--- src/rtl/proc_pkg.sv ---
// Shared fetch-stage types and default widths for the processor pipeline.
package proc_pkg;

  localparam int unsigned PC_WIDTH    = 10;
  localparam int unsigned INSTR_WIDTH = 16;
  localparam int unsigned PC_RESET    = 0;

  typedef enum logic [1:0] {
    StIdle    = 2'd0,
    StFetch   = 2'd1,
    StDeliver = 2'd2,
    StFlush   = 2'd3
  } fetch_state_e;

  typedef enum logic [1:0] {
    PcHold    = 2'd0,
    PcInc     = 2'd1,
    PcBranch  = 2'd2,
    PcPending = 2'd3
  } pc_sel_e;

endpackage

--- src/rtl/pc_next_sel.sv ---
// Next-PC mux: hold, PC+1 (modulo 2^Width), live branch target or pending target.
module pc_next_sel
  import proc_pkg::*;
#(
  parameter int unsigned Width = proc_pkg::PC_WIDTH
) (
  input  pc_sel_e          sel_i,
  input  logic [Width-1:0] pc_i,
  input  logic [Width-1:0] branch_target_i,
  input  logic [Width-1:0] pending_i,
  output logic [Width-1:0] pc_inc_o,
  output logic [Width-1:0] pc_next_o
);

  assign pc_inc_o = pc_i + {{(Width-1){1'b0}}, 1'b1};

  always_comb begin
    pc_next_o = pc_i;
    unique case (sel_i)
      PcHold:    pc_next_o = pc_i;
      PcInc:     pc_next_o = pc_inc_o;
      PcBranch:  pc_next_o = branch_target_i;
      PcPending: pc_next_o = pending_i;
      default:   pc_next_o = pc_i;
    endcase
  end

endmodule

--- src/rtl/instruction_fetch_unit.sv ---
// Fetch stage: owns the PC, issues req/ack memory reads and hands words to decode.
module instruction_fetch_unit #(
  parameter int unsigned PC_WIDTH    = proc_pkg::PC_WIDTH,
  parameter int unsigned INSTR_WIDTH = proc_pkg::INSTR_WIDTH,
  parameter int unsigned PC_RESET    = proc_pkg::PC_RESET
) (
  input  logic                   Clock,
  input  logic                   Reset,
  input  logic                   iStall,
  input  logic                   iBranchTaken,
  input  logic [PC_WIDTH-1:0]    iBranchTarget,
  output logic                   oMemReq,
  output logic [PC_WIDTH-1:0]    oMemAddr,
  input  logic                   iMemAck,
  input  logic [INSTR_WIDTH-1:0] iMemData,
  output logic [INSTR_WIDTH-1:0] oInstr,
  output logic                   oInstrValid,
  output logic [PC_WIDTH-1:0]    oPC,
  output logic [PC_WIDTH-1:0]    oNewPC
);
  import proc_pkg::*;

  localparam logic [PC_WIDTH-1:0] PcRstVal = PC_WIDTH'(PC_RESET);

  fetch_state_e           st_d, st_q;
  logic [PC_WIDTH-1:0]    pc_q, pc_next, pc_inc;
  logic [PC_WIDTH-1:0]    pend_d, pend_q;
  logic [INSTR_WIDTH-1:0] instr_d, instr_q;
  logic [PC_WIDTH-1:0]    opc_d, opc_q;
  logic [PC_WIDTH-1:0]    onew_d, onew_q;
  logic                   valid_d, valid_q;
  // Set for the single cycle in FETCH where the request is dropped after a discard.
  logic                   gap_d, gap_q;
  pc_sel_e                pc_sel;

  pc_next_sel #(
    .Width(PC_WIDTH)
  ) u_pc_next_sel (
    .sel_i          (pc_sel),
    .pc_i           (pc_q),
    .branch_target_i(iBranchTarget),
    .pending_i      (pend_q),
    .pc_inc_o       (pc_inc),
    .pc_next_o      (pc_next)
  );

  always_comb begin
    st_d    = st_q;
    pc_sel  = PcHold;
    pend_d  = pend_q;
    instr_d = instr_q;
    opc_d   = opc_q;
    onew_d  = onew_q;
    valid_d = valid_q;
    gap_d   = 1'b0;
    unique case (st_q)
      StIdle: begin
        st_d = StFetch;
        if (iBranchTaken) pc_sel = PcBranch;
      end
      StFetch: begin
        if (gap_q) begin
          if (iBranchTaken) pc_sel = PcBranch;
        end else if (iMemAck && iBranchTaken) begin
          pc_sel = PcBranch;
          gap_d  = 1'b1;
        end else if (iMemAck) begin
          instr_d = iMemData;
          opc_d   = pc_q;
          onew_d  = pc_inc;
          pc_sel  = PcInc;
          valid_d = 1'b1;
          st_d    = StDeliver;
        end else if (iBranchTaken) begin
          pend_d = iBranchTarget;
          st_d   = StFlush;
        end
      end
      StFlush: begin
        if (iMemAck) begin
          // A branch arriving with the ack is newer than the pending one.
          pc_sel = iBranchTaken ? PcBranch : PcPending;
          gap_d  = 1'b1;
          st_d   = StFetch;
        end else if (iBranchTaken) begin
          pend_d = iBranchTarget;
        end
      end
      StDeliver: begin
        if (iBranchTaken) begin
          valid_d = 1'b0;
          pc_sel  = PcBranch;
          st_d    = StFetch;
        end else if (!iStall) begin
          valid_d = 1'b0;
          st_d    = StFetch;
        end
      end
      default: st_d = StIdle;
    endcase
  end

  always_ff @(posedge Clock or posedge Reset) begin
    if (Reset) begin
      st_q    <= StIdle;
      pc_q    <= PcRstVal;
      pend_q  <= '0;
      instr_q <= '0;
      opc_q   <= '0;
      onew_q  <= '0;
      valid_q <= 1'b0;
      gap_q   <= 1'b0;
    end else begin
      st_q    <= st_d;
      pc_q    <= pc_next;
      pend_q  <= pend_d;
      instr_q <= instr_d;
      opc_q   <= opc_d;
      onew_q  <= onew_d;
      valid_q <= valid_d;
      gap_q   <= gap_d;
    end
  end

  assign oMemReq     = ((st_q == StFetch) || (st_q == StFlush)) && !gap_q;
  assign oMemAddr    = pc_q;
  assign oInstr      = instr_q;
  assign oInstrValid = valid_q;
  assign oPC         = opc_q;
  assign oNewPC      = onew_q;

endmodule

--- config.mk ---
export PLATFORM = sky130hd
export DESIGN_NAME = instruction_fetch_unit
export DESIGN_NICKNAME = d
export VERILOG_FILES = /design/src/rtl/proc_pkg.sv /design/src/rtl/pc_next_sel.sv /design/src/rtl/instruction_fetch_unit.sv
export SDC_FILE = /design/constraint.sdc
export NUM_CORES = 1
export LEC_CHECK = 0
export ABC_CLOCK_PERIOD_IN_PS = 2310
export CORE_MARGIN = 8
export CORE_UTILIZATION = 40
export CTS_CLUSTER_DIAMETER = 40
export DETAILED_ROUTE_END_ITERATION = 8
export GPL_TIMING_DRIVEN = 1
export PLACE_DENSITY = 0.68
export SYNTH_ARGS = -nofsm -noshare
export SYNTH_HDL_FRONTEND = slang
export SYNTH_HIERARCHICAL = 1
export SYNTH_SLANG_ARGS = --single-unit
--- constraint.sdc ---
create_clock -name Clock -period 2.31 [get_ports Clock]
set_input_delay 0.462 -clock Clock [delete_from_list [all_inputs] [get_ports Clock]]
set_output_delay 0.462 -clock Clock [all_outputs]
set_load 0.05 [all_outputs]
## Word-level counts from Yosys, hierarchy flattened

Cells that the tools add are included.
Widths: inputs -> output; s select.

- $add $sub $neg: 1
- Equal/unequal tests: 12
- Mux-type cells: 31
- Bitwise logic cells: 2
- Reduce and logical (&&, ||, !) cells: 13

Operator list:

| kind | number |
|---|---|
| $mux 10 | 4 |
| $pmux 10 s3 | 1 |
| $mux 2 | 11 |
| $pmux 10 s2 | 1 |
| $add 10x1->10 const B | 1 |
| $mux 1 | 10 |
| $reduce_and 5->1 | 2 |
| $eq 2x2->1 const B | 4 |
| $ne 2x2->1 const B | 4 |
| $pmux 2 s4 | 1 |
| $ne 3x3->1 const B | 2 |
| $pmux 2 s3 | 1 |
| $eq 2x1->1 const B | 2 |
| $logic_not 2->1 | 2 |
| $pmux 1 s2 | 2 |
| $reduce_and 4->1 | 1 |
| $reduce_bool 2->1 | 2 |
| $reduce_and 3->1 | 1 |
| $logic_and 1x1->1 | 2 |
| $not 1->1 | 2 |
| $reduce_or 2->1 | 1 |
| $logic_not 1->1 | 1 |
| $logic_or 1x1->1 | 1 |

- Register bits: 60
- Input port bits: 31
- Output and inout port bits: 48
- Logic and storage cells: 67

## Longest topological paths before layout

- Depth after elaboration: 6
- Gate-level depth with buffers: 7
- Depth with buffers taken out: 5

## Modules after synthesis

Netlist, hierarchy kept.

Modules (own cells, without submodules):

| module | instances | cells an instance | area an instance (sq um) | seq. area each (sq um) |
|---|---|---|---|---|
| instruction_fetch_unit | 1 | 131 | 2200.9 | 1501.4 |
| pc_next_sel | 1 | 75 | 571.8 | 0.0 |

## Worst setup path before layout

No wires, ideal clock.

- Path kind: register -> register
- Start: register pc_q[0] (netlist: oMemAddr[0])
- End: register onew_q[8] (netlist: oNewPC[8])
- Library setup time: 0.125 ns
- Arrival time: 1.836 ns
- Required time: 2.185 ns
- Slack: 0.349 ns
- Cell stages (with the launch flop): 6
- Path buffers: 0
- Clock period less this slack: 1.961 ns
- Cells stage by stage: dfrtp_1 ha_1 nand3_1 nor3_1 xor2_1 mux2_2

- Cells in the longest elaborated chain, start to end: 1

RTL lines:

| item | line | RTL |
|---|---|---|
| start, declared | instruction_fetch_unit.sv:26 | `logic [PC_WIDTH-1:0] pc_q, pc_next, pc_inc;` |
| start signal, assigned | instruction_fetch_unit.sv:106 | `pc_q <= PcRstVal;` |
| start signal, assigned | instruction_fetch_unit.sv:115 | `pc_q <= pc_next;` |
| $add 10x1->10 | pc_next_sel.sv:15 | `assign pc_inc_o = pc_i + {{(Width-1){1'b0}}, 1'b1};` |
| named net pc_inc[8] | instruction_fetch_unit.sv:26 |  |
| end signal, assigned | instruction_fetch_unit.sv:119 | `onew_q <= onew_d;` |
| end, declared | instruction_fetch_unit.sv:30 | `logic [PC_WIDTH-1:0] onew_d, onew_q;` |

The timed path passes the listed nets, and every way through them passes these cells.
A chain may end at the register's enable or synchronous reset.

## Worst setup path in the final report

- Start: register st_q[0]
- End: output port oMemReq

- Cells in the longest elaborated chain, start to end: 3
- Elaborated cells between the ends (all ways): 4
- Classes of those cells: eq/ne: 2; reduce/logical: 2

RTL lines:

| item | line | RTL |
|---|---|---|
| start, declared | instruction_fetch_unit.sv:25 | `fetch_state_e st_d, st_q;` |
| start signal, assigned | instruction_fetch_unit.sv:105 | `st_q <= StIdle;` |
| start signal, assigned | instruction_fetch_unit.sv:114 | `st_q <= st_d;` |
| $eq 2x1->1 / $eq 2x2->1 (equally long branches) | instruction_fetch_unit.sv:125 | `assign oMemReq = ((st_q == StFetch) \|\| (st_q == StFlush)) && !gap_q;` |
| $logic_or 1x1->1 (*) | instruction_fetch_unit.sv:125 |  |
| $logic_and 1x1->1 (*) | instruction_fetch_unit.sv:125 |  |
| end, declared | instruction_fetch_unit.sv:12 | `output logic oMemReq,` |

Mark *: on every way between the ends. The rest lies on a longest branch, timed or not.

==> impl_metrics.json <==
{
  "timing.final.hold_violations": 0,
  "gpl.final_weighted_congestion": 0.792,
  "die_height_um": 99.3,
  "whs_ns": 0.502,
  "synth.area.top_cells": "sky130_fd_sc_hd__dfrtp_1 (54%), sky130_fd_sc_hd__mux2_2 (16%), sky130_fd_sc_hd__mux2_4 (3.8%)",
  "antenna_violating_nets_post_route": 0,
  "timing.critical_path.slowest_stage_cell": "sky130_fd_sc_hd__clkdlybuf4s50_1",
  "multiInputGateArea_mm2": 0.00118,
  "period_needed_ns": 2.22,
  "cts_made_buffers": 9,
  "place.detailed.instances": 370,
  "track_usage": 0.125,
  "core_region_area_mm2": 0.00676,
  "drive_above_1_share": 0.275,
  "synth_area_leader_cell": "sky130_fd_sc_hd__dfrtp_1",
  "cts_hold_buf": 0,
  "yosysSeqAreaShare": 0.542,
  "hold_path.class": "register to register",
  "crit_chain": "nor2b_1 > clkdlybuf4s50_1",
  "run_status": "complete, no violations",
  "tritoncts": "built",
  "hold_end": "oNewPC[6]$_DFFE_PP0P_",
  "die-area_mm2": 0.00985,
  "max_slew.worst_pin.slew_ns": 0.530,
  "io_buf_count": 78,
  "fin_nets": 333,
  "wirelength_um": 5950,
  "yosys.area.top_type_share": 0.542,
  "worstReg2RegEnd": "oMemAddr[9]$_DFF_PP0_",
  "max_cap_violations": 0,
  "routed_wire_length_per_instance_um": 15.5,
  "synth_fp_nets": 238,
  "final_common_cell": "sky130_fd_sc_hd__clkdlybuf4s50_1",
  "cts_resized": 0,
  "post-cts-setup-buffer-count": 0,
  "number_of_standard_cells_in_the_layout_taps_in_and_fillers_out": 385,
  "crit_path_end_kind": "primary output",
  "reg2regPathDepth": 5,
  "pin_count_of_the_biggest_net_entering_global_routing": 40,
  "setup_ws_final_ns": 0.0921,
  "leakage_nw": 1.61,
  "critPathArrivalTime_ns": 1.76,
  "fp-row-count": 30,
  "timing.critical_path.fanout_max": 6,
  "pre_cts_slack_ns": 0.0274,
  "die_x_um": 99.3,
  "area.sequential_mm2": 0.00150,
  "drt_drc_violations_left": 0,
  "insertion_delay_ns": 0.33,
  "initial_utilization": 0.410,
  "antenna-diode-count": 0,
  "firstDrtPassIters": 4,
  "layout_worst_path_cycle_share": 0.960,
  "numClockSinks": 60,
  "antenna_violations_before_repair": 0,
  "crit_path_max_incr_delay_ns": 0.83,
  "hold_path_startpoint": "oNewPC[6]$_DFFE_PP0P_",
  "power_density_mw_per_mm2": 1460,
  "routed-via-count": 1893,
  "setup-tns-final_ns": 0,
  "gr-total-overflow": 0,
  "postLayoutCoreUtil": 0.571,
  "wire_length_of_the_first_global_routing_pass_um": 9740,
  "maxSlewHeadroom": 0.645,
  "whs_path_depth": 1,
  "cell_at_the_root_of_the_clock_tree": "sky130_fd_sc_hd__clkbuf_8",
  "finalMaxSlewViolations": 0,
  "startpoint_type": "register",
  "worst_clock_skew_ns": 0.0109,
  "max_clock_freq_mhz": 451,
  "fillCellCount": 574,
  "yosys.cell_types.count": 34,
  "yosys_warnings": 6,
  "detailed_place_hpwl_um": 4450,
  "viasPerCell": 4.92,
  "pin_count": 79,
  "post_synth.cell_area_avg_um2": 13.5,
  "finalSetupViolations": 0,
  "postSynthCellCount": 206,
  "cts_clk_pin_slew_worst_paths_ns": 0.07,
  "worst-endpoint-required_ns": 1.85,
  "cts-htree-levels": 3,
  "syn_to_final_growth_pct": 39.3,
  "unrepaired_setup_endpoints_after_global_routing": "no",
  "grt_pass1_vias": 1906,
  "netlist_area_mm2": 0.00277,
  "reg_to_reg_slack_setup_ns": 0.50,
  "crit-reg2reg-launch": "st_q[1]$_DFFE_PP0P_",
  "worst_ir_drop_vdd_mv": 0.522,
  "criticalPathCategory": "register to primary output",
  "ys_ff_latch": 60,
  "drt_iter0_markers": 84,
  "clockBufferDepth": 2,
  "layout_common_cells": "sky130_fd_sc_hd__clkdlybuf4s50_1 (78), sky130_fd_sc_hd__dfrtp_1 (60), sky130_fd_sc_hd__mux2_2 (40)"
}
-- how the worst max path moves through the flow --
stage / startpoint / endpoint / slack (ns) / depth (start not counted)
after floorplan: oMemAddr[0]$_DFF_PP0_ / oNewPC[8]$_DFFE_PP0P_ / 0.35 / 5
after global placement: iMemAck / oMemAddr[9]$_DFF_PP0_ / 0.05 / 6
after detailed placement: iMemAck / oMemAddr[9]$_DFF_PP0_ / 0.03 / 6
after CTS: oMemAddr[0]$_DFF_PP0_ / oMemAddr[0] / 0.05 / 1
after global routing: oMemAddr[0]$_DFF_PP0_ / oMemAddr[0] / 0.008 / 1
final: st_q[0]$_DFFE_PP0P_ / oMemReq / 0.09 / 2
-- routing by layer --
layer / GRT usage / vias up / routed length, um
li1: - / 927 / -
met1: 0.159 / 916 / 2750
met2: 0.190 / 43 / 2870
met3: 0.0321 / 7 / 214
met4: 0.0664 / 0 / 106
met5: 0 / - / 0
-- sequential cells by signal, summed over array words and instances (netlist names) --
register,count
st_q,2
pend_q,10
oInstr,16
oNewPC,10
oPC,10
oMemAddr,10
oInstrValid,1
gap_q,1
-- cells by family after synthesis --
kind of cell	synth area share
AO/OA/AOI/OAI	0.0505
XOR/XNOR	0.0347
adder cells (fa/ha/maj)	0.00451
buffers and inverters	0.0338
flip-flops	0.542
multiplexers	0.245
AND/OR/NAND/NOR	0.0902
-- critical path, delay by kind of cell, from the launching register on --
family / cells / cell delay (ns)
buf+inv: 1 / 0.83
flops: 1 / 0.41
simple gates: 1 / 0.20
-- synth_stat cells --
cell / n
sky130_fd_sc_hd__or2_1: 1
sky130_fd_sc_hd__mux2_4: 7
sky130_fd_sc_hd__mux2i_1: 10
sky130_fd_sc_hd__nor3_1: 4
sky130_fd_sc_hd__nand4_4: 1
sky130_fd_sc_hd__o21ai_0: 1
sky130_fd_sc_hd__inv_1: 4
sky130_fd_sc_hd__o21a_1: 3
sky130_fd_sc_hd__buf_2: 4
sky130_fd_sc_hd__a221o_1: 1
sky130_fd_sc_hd__a21o_2: 1
sky130_fd_sc_hd__and2b_2: 1
sky130_fd_sc_hd__dfrtp_1: 60
sky130_fd_sc_hd__buf_6: 4
sky130_fd_sc_hd__nor2_1: 4
sky130_fd_sc_hd__clkbuf_8: 1
sky130_fd_sc_hd__nand4_1: 2
sky130_fd_sc_hd__ha_1: 1
sky130_fd_sc_hd__xor2_1: 7
sky130_fd_sc_hd__nand2b_1: 4
sky130_fd_sc_hd__nor4_1: 3
sky130_fd_sc_hd__nor3b_1: 1
sky130_fd_sc_hd__xnor2_1: 4
sky130_fd_sc_hd__nor2b_1: 4
sky130_fd_sc_hd__o221ai_1: 1
sky130_fd_sc_hd__mux2_2: 40
sky130_fd_sc_hd__mux4_2: 1
sky130_fd_sc_hd__nand2_1: 12
sky130_fd_sc_hd__o31a_1: 6
sky130_fd_sc_hd__a21oi_1: 5
sky130_fd_sc_hd__a211oi_1: 1
sky130_fd_sc_hd__nand3_1: 5
sky130_fd_sc_hd__or4_4: 1
sky130_fd_sc_hd__nand4b_1: 1
-- stage by stage --
stage          power, W  cell area (um2)
2_1_floorplan   0.00384             2770
3_3_place_gp    0.00488             3700
3_5_place_dp    0.00492             3700
4_1_cts         0.00569             3860
5_1_grt         0.00591             3860
6_report        0.00563             3860
-- power by group --
part	total, W	internal, W	switching (W)
clock	0.000764	0.000372	0.000391
combinational	0.00313	0.00121	0.00192
sequential	0.00173	0.00147	0.000259
-- area by class of cell --
class	instances	area share
Clock buffer	9	0.0321
Clock inverter	6	0.00843
Sequential cell	60	0.389
Tap cell	80	0.0259
Multi-Input combinational cell	133	0.306
Inverter	4	0.00389
Timing Repair Buffer	93	0.235
Power figures use the tool's default switching activity.
